File: src/rtl/pong_pkg.sv
// Shared types and constants for the pong renderer and its physics core.
// coord_t is the raster coordinate type shared with the vga_gen timing generator.
package pong_pkg;

    typedef logic [9:0] coord_t;

    typedef enum logic [1:0] {
        IDLE = 2'd0,
        PLAY = 2'd1,
        MISS = 2'd2
    } pong_state_t;

    localparam coord_t H_VIS     = 10'd480;
    localparam coord_t V_VIS     = 10'd480;
    localparam coord_t WALL      = 10'd4;
    localparam coord_t PAD_X     = 10'd16;
    localparam coord_t PAD_W     = 10'd8;
    localparam coord_t PAD_H     = 10'd64;
    localparam coord_t BALL_SZ   = 10'd8;
    localparam coord_t BALL_STEP = 10'd2;
    localparam coord_t PAD_STEP  = 10'd4;
    localparam int     MISS_FRAMES = 30;

    localparam coord_t PAD_MAX  = V_VIS - WALL - PAD_H;
    localparam coord_t PAD_RST  = (V_VIS - PAD_H) / 2;
    localparam coord_t PARK_X   = PAD_X + PAD_W;
    localparam coord_t PARK_OFS = PAD_H / 2 - BALL_SZ / 2;
    localparam logic [4:0] MISS_LOAD = 5'(MISS_FRAMES - 1);

    // {r,g,b}
    localparam logic [2:0] RGB_BLANK = 3'b000;
    localparam logic [2:0] RGB_BALL  = 3'b110;
    localparam logic [2:0] RGB_PAD   = 3'b111;
    localparam logic [2:0] RGB_SCORE = 3'b010;
    localparam logic [2:0] RGB_WALL  = 3'b001;
    localparam logic [2:0] RGB_MISS  = 3'b100;

    // v in [lo, lo+len), evaluated 11 bits wide so lo+len cannot wrap
    function automatic logic in_span(coord_t v, coord_t lo, coord_t len);
        return (v >= lo) && (11'(v) < 11'(lo) + 11'(len));
    endfunction

endpackage

File: src/rtl/pong_if.sv
// Raster/button inputs from the timing generator and board, VGA pin outputs.
interface pong_if;
    import pong_pkg::*;

    coord_t x_in;
    coord_t y_in;
    logic   h_sync_in;
    logic   v_sync_in;
    logic   btn_up;
    logic   btn_dn;
    logic   serve;
    logic   h_sync;
    logic   v_sync;
    logic   r;
    logic   g;
    logic   b;
    logic   playing;

    modport master (
        output x_in, y_in, h_sync_in, v_sync_in, btn_up, btn_dn, serve,
        input  h_sync, v_sync, r, g, b, playing
    );

    modport slave (
        input  x_in, y_in, h_sync_in, v_sync_in, btn_up, btn_dn, serve,
        output h_sync, v_sync, r, g, b, playing
    );

endinterface

File: src/rtl/pong_physics.sv
// Once-per-frame game update: paddle, ball, IDLE/PLAY/MISS FSM.
// PONG_SCORE_EN adds a saturating 4-bit miss counter (o_misses stays 0 otherwise).
module pong_physics
    import pong_pkg::*;
(
    input  logic        clk,
    input  logic        rst_n,
    input  logic        i_tick,
    input  logic        i_btn_up,
    input  logic        i_btn_dn,
    input  logic        i_serve,
    output coord_t      o_ball_x,
    output coord_t      o_ball_y,
    output coord_t      o_pad_y,
    output pong_state_t o_state,
    output logic        o_playing,
    output logic [3:0]  o_misses
);

    pong_state_t r_state, w_state_nxt;
    coord_t      r_ball_x, r_ball_y, r_pad_y, w_pad_nxt;
    logic        r_dx_neg, r_dy_neg, w_dx_neg_nxt, w_dy_neg_nxt;
    logic        r_serve_pend, r_playing;
    logic [4:0]  r_miss_cnt;
    logic        w_miss, w_pad_hit, w_park, w_step, w_miss_entry;

    // Bounce/miss decisions use the pre-step position so the step never underflows
    always_comb begin
        w_dy_neg_nxt = r_dy_neg;
        if (r_dy_neg && r_ball_y <= WALL + BALL_STEP)
            w_dy_neg_nxt = 1'b0;
        else if (!r_dy_neg && r_ball_y + BALL_SZ >= V_VIS - WALL - BALL_STEP)
            w_dy_neg_nxt = 1'b1;

        w_pad_hit    = (r_ball_y + BALL_SZ > r_pad_y) && (r_ball_y < r_pad_y + PAD_H);
        w_dx_neg_nxt = r_dx_neg;
        w_miss       = 1'b0;
        if (!r_dx_neg && r_ball_x + BALL_SZ >= H_VIS - WALL - BALL_STEP)
            w_dx_neg_nxt = 1'b1;
        else if (r_dx_neg && r_ball_x <= PAD_X + PAD_W) begin
            if (w_pad_hit)
                w_dx_neg_nxt = 1'b0;
            else if (r_ball_x <= BALL_STEP)
                w_miss = 1'b1;
        end
    end

    always_comb begin
        w_pad_nxt = r_pad_y;
        if (i_btn_up && !i_btn_dn)
            w_pad_nxt = (r_pad_y < WALL + PAD_STEP) ? WALL : r_pad_y - PAD_STEP;
        else if (i_btn_dn && !i_btn_up)
            w_pad_nxt = (r_pad_y + PAD_STEP > PAD_MAX) ? PAD_MAX : r_pad_y + PAD_STEP;
    end

    always_ff @(posedge clk or negedge rst_n) begin
        if (!rst_n)      r_state <= IDLE;
        else if (i_tick) r_state <= w_state_nxt;
    end

    always_comb begin
        w_state_nxt = r_state;
        case (r_state)
            IDLE:    if (r_serve_pend)      w_state_nxt = PLAY;
            PLAY:    if (w_miss)            w_state_nxt = MISS;
            MISS:    if (r_miss_cnt == '0)  w_state_nxt = IDLE;
            default:                        w_state_nxt = IDLE;
        endcase
    end

    always_comb begin
        w_park       = (r_state == IDLE);
        w_step       = (r_state == PLAY) && !w_miss;
        w_miss_entry = (r_state == PLAY) && w_miss;
    end

    always_ff @(posedge clk or negedge rst_n) begin
        if (!rst_n) begin
            r_pad_y      <= PAD_RST;
            r_ball_x     <= PARK_X;
            r_ball_y     <= PAD_RST + PARK_OFS;
            r_dx_neg     <= 1'b0;
            r_dy_neg     <= 1'b0;
            r_serve_pend <= 1'b0;
            r_miss_cnt   <= '0;
            r_playing    <= 1'b0;
        end else begin
            // any state change (IDLE->PLAY, PLAY->MISS) consumes the pending serve
            if (i_tick && w_state_nxt != r_state)
                r_serve_pend <= 1'b0;
            else if (i_serve && r_state == IDLE)
                r_serve_pend <= 1'b1;

            if (i_tick) begin
                r_pad_y   <= w_pad_nxt;
                r_playing <= (w_state_nxt == PLAY);
                if (w_park) begin
                    r_ball_x <= PARK_X;
                    r_ball_y <= r_pad_y + PARK_OFS;
                    r_dx_neg <= 1'b0;
                    r_dy_neg <= 1'b0;
                end else if (w_step) begin
                    r_dx_neg <= w_dx_neg_nxt;
                    r_dy_neg <= w_dy_neg_nxt;
                    r_ball_x <= w_dx_neg_nxt ? r_ball_x - BALL_STEP : r_ball_x + BALL_STEP;
                    r_ball_y <= w_dy_neg_nxt ? r_ball_y - BALL_STEP : r_ball_y + BALL_STEP;
                end
                if (w_miss_entry)
                    r_miss_cnt <= MISS_LOAD;
                else if (r_state == MISS && r_miss_cnt != '0)
                    r_miss_cnt <= r_miss_cnt - 5'd1;
            end
        end
    end

`ifdef PONG_SCORE_EN
    logic [3:0] r_misses;
    always_ff @(posedge clk or negedge rst_n) begin
        if (!rst_n)
            r_misses <= '0;
        else if (i_tick && w_miss_entry && r_misses != 4'hF)
            r_misses <= r_misses + 4'd1;
    end
    assign o_misses = r_misses;
`else
    assign o_misses = 4'd0;
`endif

    assign o_ball_x  = r_ball_x;
    assign o_ball_y  = r_ball_y;
    assign o_pad_y   = r_pad_y;
    assign o_state   = r_state;
    assign o_playing = r_playing;

endmodule

File: src/rtl/pong_render.sv
// Pong pixel stage: frame tick detect, object compare, colour priority, output regs.
// With PONG_SCORE_EN the miss count is drawn as a green bar in the top wall.
module pong_render
    import pong_pkg::*;
(
    input  logic clk,
    input  logic rst_n,
    pong_if.slave vif
);

    coord_t      w_ball_x, w_ball_y, w_pad_y;
    pong_state_t w_state;
    logic        w_playing, w_tick;
    logic [3:0]  w_misses;
    logic        w_vis, w_ball, w_pad, w_wall, w_score;
    logic [2:0]  w_rgb, r_rgb;
    logic        r_h_sync, r_v_sync;

    assign w_tick = (vif.x_in == '0) && (vif.y_in == V_VIS);

    pong_physics u_physics (
        .clk       (clk),
        .rst_n     (rst_n),
        .i_tick    (w_tick),
        .i_btn_up  (vif.btn_up),
        .i_btn_dn  (vif.btn_dn),
        .i_serve   (vif.serve),
        .o_ball_x  (w_ball_x),
        .o_ball_y  (w_ball_y),
        .o_pad_y   (w_pad_y),
        .o_state   (w_state),
        .o_playing (w_playing),
        .o_misses  (w_misses)
    );

    always_comb begin
        w_vis   = (vif.x_in < H_VIS) && (vif.y_in < V_VIS);
        w_ball  = in_span(vif.x_in, w_ball_x, BALL_SZ) && in_span(vif.y_in, w_ball_y, BALL_SZ);
        w_pad   = in_span(vif.x_in, PAD_X, PAD_W) && in_span(vif.y_in, w_pad_y, PAD_H);
        w_wall  = (vif.y_in < WALL) || (vif.y_in >= V_VIS - WALL) || (vif.x_in >= H_VIS - WALL);
        // 16 px per miss; w_misses is tied to 0 when scoring is compiled out
        w_score = (vif.y_in < WALL) && (vif.x_in < {2'b00, w_misses, 4'b0000});

        if (!w_vis)       w_rgb = RGB_BLANK;
        else if (w_ball)  w_rgb = RGB_BALL;
        else if (w_pad)   w_rgb = RGB_PAD;
        else if (w_score) w_rgb = RGB_SCORE;
        else if (w_wall)  w_rgb = RGB_WALL;
        else              w_rgb = (w_state == MISS) ? RGB_MISS : RGB_BLANK;
    end

    always_ff @(posedge clk or negedge rst_n) begin
        if (!rst_n) begin
            r_rgb    <= RGB_BLANK;
            r_h_sync <= 1'b1;
            r_v_sync <= 1'b1;
        end else begin
            r_rgb    <= w_rgb;
            r_h_sync <= vif.h_sync_in;
            r_v_sync <= vif.v_sync_in;
        end
    end

    assign vif.r       = r_rgb[2];
    assign vif.g       = r_rgb[1];
    assign vif.b       = r_rgb[0];
    assign vif.h_sync  = r_h_sync;
    assign vif.v_sync  = r_v_sync;
    assign vif.playing = w_playing;

endmodule

File: src/flat_wrapper.sv
// flat-port wrapper written by rule: the top's interface ports become plain ports
module pong_render_flat import pong_pkg::*;
  (clk, rst_n, vif_x_in, vif_y_in, vif_h_sync_in, vif_v_sync_in, vif_btn_up, vif_btn_dn, vif_serve, vif_h_sync, vif_v_sync, vif_r, vif_g, vif_b, vif_playing);
  pong_if vif_i ();
  input  logic clk;
  input  logic rst_n;
  input wire logic [$bits(vif_i.x_in)-1:0] vif_x_in;
  input wire logic [$bits(vif_i.y_in)-1:0] vif_y_in;
  input wire logic [$bits(vif_i.h_sync_in)-1:0] vif_h_sync_in;
  input wire logic [$bits(vif_i.v_sync_in)-1:0] vif_v_sync_in;
  input wire logic [$bits(vif_i.btn_up)-1:0] vif_btn_up;
  input wire logic [$bits(vif_i.btn_dn)-1:0] vif_btn_dn;
  input wire logic [$bits(vif_i.serve)-1:0] vif_serve;
  output wire logic [$bits(vif_i.h_sync)-1:0] vif_h_sync;
  output wire logic [$bits(vif_i.v_sync)-1:0] vif_v_sync;
  output wire logic [$bits(vif_i.r)-1:0] vif_r;
  output wire logic [$bits(vif_i.g)-1:0] vif_g;
  output wire logic [$bits(vif_i.b)-1:0] vif_b;
  output wire logic [$bits(vif_i.playing)-1:0] vif_playing;
  assign vif_i.x_in = vif_x_in;
  assign vif_i.y_in = vif_y_in;
  assign vif_i.h_sync_in = vif_h_sync_in;
  assign vif_i.v_sync_in = vif_v_sync_in;
  assign vif_i.btn_up = vif_btn_up;
  assign vif_i.btn_dn = vif_btn_dn;
  assign vif_i.serve = vif_serve;
  assign vif_h_sync = vif_i.h_sync;
  assign vif_v_sync = vif_i.v_sync;
  assign vif_r = vif_i.r;
  assign vif_g = vif_i.g;
  assign vif_b = vif_i.b;
  assign vif_playing = vif_i.playing;
  pong_render u_core (.clk(clk), .rst_n(rst_n), .vif(vif_i));
endmodule
File: config.mk
export PLATFORM = sky130hd
export DESIGN_NAME = pong_render_flat
export DESIGN_NICKNAME = d
export VERILOG_FILES = /design/src/rtl/pong_pkg.sv /design/src/rtl/pong_if.sv /design/src/rtl/pong_physics.sv /design/src/rtl/pong_render.sv /design/src/flat_wrapper.sv
export SDC_FILE = /design/constraint.sdc
export NUM_CORES = 1
export LEC_CHECK = 0
export ABC_AREA = 1
export BUFFER_PORTS_ARGS = -buffer_cell sky130_fd_sc_hd__buf_4
export CORE_ASPECT_RATIO = 0.9
export CORE_MARGIN = 10
export CORE_UTILIZATION = 30
export DETAILED_ROUTE_END_ITERATION = 10
export PLACE_DENSITY_LB_ADDON = 0.2
export SETUP_SLACK_MARGIN = 0.05
export SYNTH_ARGS = -nofsm -noshare
export SYNTH_HDL_FRONTEND = slang
export SYNTH_SLANG_ARGS = --single-unit
File: constraint.sdc
create_clock -name clk -period 3.4 [get_ports clk]
set_input_delay 0.34 -clock clk [delete_from_list [all_inputs] [get_ports clk]]
set_output_delay 0.34 -clock clk [all_outputs]
set_load 0.03 [all_outputs]
==> run_results.csv <==
group,metric,value,unit
placed_design,place_area,0.00558,mm2
floorplan,fp-row-count,45,
sta,relSlewSlack,0.602,
clock_network,clock-sinks,42,
sta,fmax,333,MHz
clock_network,ctsHtreeMaxLevel,2,
layout,post-route-util,0.346,
placed_design,place_congestion,0.868,
grt,grt_pass1_wl,24000,um
floorplan,die_h,144,um
pwr,internal-power,0.854,mW
yosys,ys_seq_area_frac,0.208,
placed_design,dpl.hpwl,11900,um
sta,fin_ws,0.393,ns
placed_design,portBuffers,32,
floorplan,core_area,0.0168,mm2
yosys,synth_edf_count,0,
floorplan,io_pins,33,
setup_path,worstPathMaxFanout,8,
pwr,switching_share,0.262,
route,drc,0,
sta,min_period_over_period,0.884,
clock_network,cts_buffers,5,
sta,worst_pin_slew,0.597,ns
yosys,synth_flop_cell,"dfrtp_1",
pwr,vdd_ir_drop_max,0.165,mV
yosys,synthArstFlopShare,1.00,
sta,slew_violations,0,
setup_path,start_kind,"register",
setup_path,arrival,3.24,ns
layout,design_area,0.00583,mm2
setup_path,end_kind,"register",
yosys,netlist_instances,740,
clock_network,clk_latency,0.30,ns
floorplan,dieArea,0.0227,mm2
floorplan,dieWidth,158,um
layout,final_layout_size_suffix_gt1_frac,0.136,
pwr,clockPowerShare,0.438,
layout,area_growth,13.7,%
grt,grt_start_max_net_pins,43,
route,vias_per_cell,4.98,
setup_path,regToRegStartpoint,"u_core.u_physics.o_ball_y[3]$_DFFE_PN1P_",
clock_network,path_clk_slew,0.06,ns
sta,setup_violations,0,
layout,antenna_cells,0,
route,dr.pass1.iters,5,
setup_path,criticalPathCategory,"reg2reg",
yosys,synth-seq-cells,42,
clock_network,cts_tree,"yes",
setup_path,cp.required,3.63,ns
grt,grt_use_total,0.130,
yosys,syn_area_per_cell,6.92,um2
sta,hold_viol,0,
pwr,p_leak,2.79,nW
run_status,status,"completed",
setup_path,crit_start,"u_core.u_physics.o_ball_y[3]$_DFFE_PN1P_",
pwr,power_frac_comb,0.126,
placed_design,pre_cts_slack,0.129,ns
pwr,p_sw,0.303,mW
route,vias,4921,
sta,fin_crit,3.01,ns
yosys,syn_area,0.00512,mm2
floorplan,initial_core_util,0.304,
clock_network,cts_buffer_depth,2,
pwr,powerDensity,199,mW/mm2
pwr,power,1.16,mW
yosys,synth_cell_type_count,49,
sta,tns,0,ns
clock_network,root_buffer,"clkbuf_16",
sta,fin_skew,0.0145,ns
yosys,yosysWarningCount,0,
sta,rsz0062_at_grt,"no",
hold_path,hold_path.class,"in2async",
yosys,syn_nets,847,
grt,overflow,0,
route,wirelength,14800,um
grt,antenna_found_initial,0,
pwr,pwr-share-seq,0.436,
job,cap_violations,0,
route,ant_nets,0,
setup_path,r2r_cells,22,
route,wl_per_cell,15.0,um
route,drt_iter0_drc,416,
layout,layout.nets,883,
grt,grt_pass1_vias,4575,
==> stage by stage <==
step	hold WS [ns]	cells
after floorplan	0.0444	740
after detailed placement	0.390	978
after CTS	0.0791	986
after global routing	0.102	988
final	0.0576	988
after global placement	0.397	978
==> cell type report <==
class | instances | area, um2
clock buffer | 6 | 139
inverter | 88 | 340
sequential | 42 | 1070
timing repair buffer | 43 | 323
tap | 211 | 264
multi-input combinational | 596 | 3680
fill | 1792 | 11000
clock inverter | 2 | 12.5
==> cell families (layout without fill, tap and decap cells) <==
logic type | after synthesis | after routing | share of synthesized area
buffers and inverters | 102 | 139 | 0.0879
muxes | 1 | 1 | 0.00195
adders and majority gates | 80 | 80 | 0.197
AOI/OAI and AO/OA | 125 | 125 | 0.140
DFF | 42 | 42 | 0.208
and+or+nand+nor | 359 | 359 | 0.312
xor gates and xnor gates | 31 | 31 | 0.0530
==> cell usage after synthesis (2+ instances only) <==
library cell	n	share of area
nand2_1	171	0.13
inv_1	82	0.060
ha_1	79	0.19
nor2_1	68	0.050
nand3_1	56	0.055
a21oi_1	54	0.053
o21ai_0	36	0.035
dfrtp_1	30	0.15
xor2_1	29	0.050
nand4_1	16	0.020
nor3_1	16	0.016
dfstp_2	12	0.062
nand2_2	8	0.0098
a31oi_1	6	0.0073
nand3b_1	6	0.0088
nor4_1	5	0.0061
o211ai_1	5	0.0073
buf_2	4	0.0039
buf_6	4	0.0088
o21a_1	4	0.0059
o21ai_1	4	0.0039
o21ai_2	4	0.0068
inv_2	3	0.0022
or2_2	3	0.0037
buf_4	2	0.0029
clkbuf_1	2	0.0015
clkbuf_8	2	0.0054
clkinv_1	2	0.0015
nor2_2	2	0.0024
nor3_2	2	0.0039
o2111ai_1	2	0.0034
o22ai_1	2	0.0024
o31ai_1	2	0.0029
xnor2_1	2	0.0034
==> worst max-delay path, cell delays in order (launching register included) <==
cell and delay [ns]:
dfstp_2 0.61, inv_1 0.10, ha_1 0.31, inv_1 0.06, nor2_1 0.08, nand2_1 0.05
nand2_1 0.05, nand2_1 0.05, nor2_1 0.08, nand2_1 0.06, nand2_2 0.11, nand2_4 0.09
inv_6 0.12, ha_2 0.32, a21oi_2 0.15, nand2_2 0.09, a21oi_1 0.13, o21bai_1 0.09
nand2_1 0.06, nand2_1 0.04, o21ai_0 0.15, o21ai_0 0.09, inv_1 0.06
==> final timing paths <==
check | endpoint | slack (ns)
hold reg to reg | u_core.u_physics.r_miss_cnt[4]$_DFFE_PN0P_ | 0.51
hold / removal | u_core.u_physics.o_pad_y[9]$_DFFE_PN0P_ | 0.06
min in group clk | u_core.vif.h_sync$_DFF_PN1_ | 0.16
setup / recovery | u_core.u_physics.o_ball_y[7]$_DFFE_PN1P_ | 0.39
setup reg to reg | u_core.u_physics.o_ball_y[7]$_DFFE_PN1P_ | 0.39
max in group asynchronous | u_core.u_physics.o_ball_x[5]$_DFFE_PN0P_ | 2.93
==> power by group through the flow <==
stage,sequential [mW],combinational (mW),clock (mW)
final,0.504,0.146,0.507
after global routing,0.504,0.167,0.536
after CTS,0.504,0.148,0.521
after detailed placement,0.513,0.147,0
after global placement,0.513,0.148,0
after floorplan,0.518,0.0677,0
==> state kept, by name, indices dropped and copies added, names as in the netlist <==
name	count
u_core.u_physics.r_serve_pend	1
u_core.u_physics.r_dy_neg	1
u_core.u_physics.r_miss_cnt	5
u_core.vif.h_sync	1
u_core.u_physics.o_playing	1
u_core.u_physics.o_ball_y	9
u_core.u_physics.o_state	2
u_core.r_rgb	3
u_core.u_physics.o_ball_x	9
u_core.u_physics.o_pad_y	8
u_core.vif.v_sync	1
u_core.u_physics.r_dx_neg	1
==> layer usage <==
metal	vias up	wire (um)	global-route usage
li1	2569	-	-
met1	2250	7900	0.193
met3	12	709	0.0160
met5	-	0	0
met4	0	133	0.0226
met2	90	6040	0.195
==> layout by cell type (no fill, tap or decap), types with 5 or more instances in the layout <==
| cell | count |
|---|---|
| a31oi_1 | 6 |
| nand2_1 | 168 |
| a21oi_1 | 53 |
| o21ai_0 | 36 |
| nor3_1 | 16 |
| clkbuf_16 | 5 |
| nand4_1 | 16 |
| nand3_1 | 56 |
| nand3b_1 | 6 |
| xor2_1 | 29 |
| nor4_1 | 5 |
| dfstp_2 | 12 |
| dfrtp_1 | 30 |
| ha_1 | 74 |
| nand2_2 | 10 |
| nor2_1 | 67 |
| buf_4 | 43 |
| inv_1 | 81 |
| o211ai_1 | 5 |
==> timing repair <==
item / CTS / global route
resized for setup: 0 / 16
setup buffers: 0 / 2
hold buffers: 0 / 0
endpoints found under the setup margin: 0 / 16
Power figures use the tool's default switching activity.
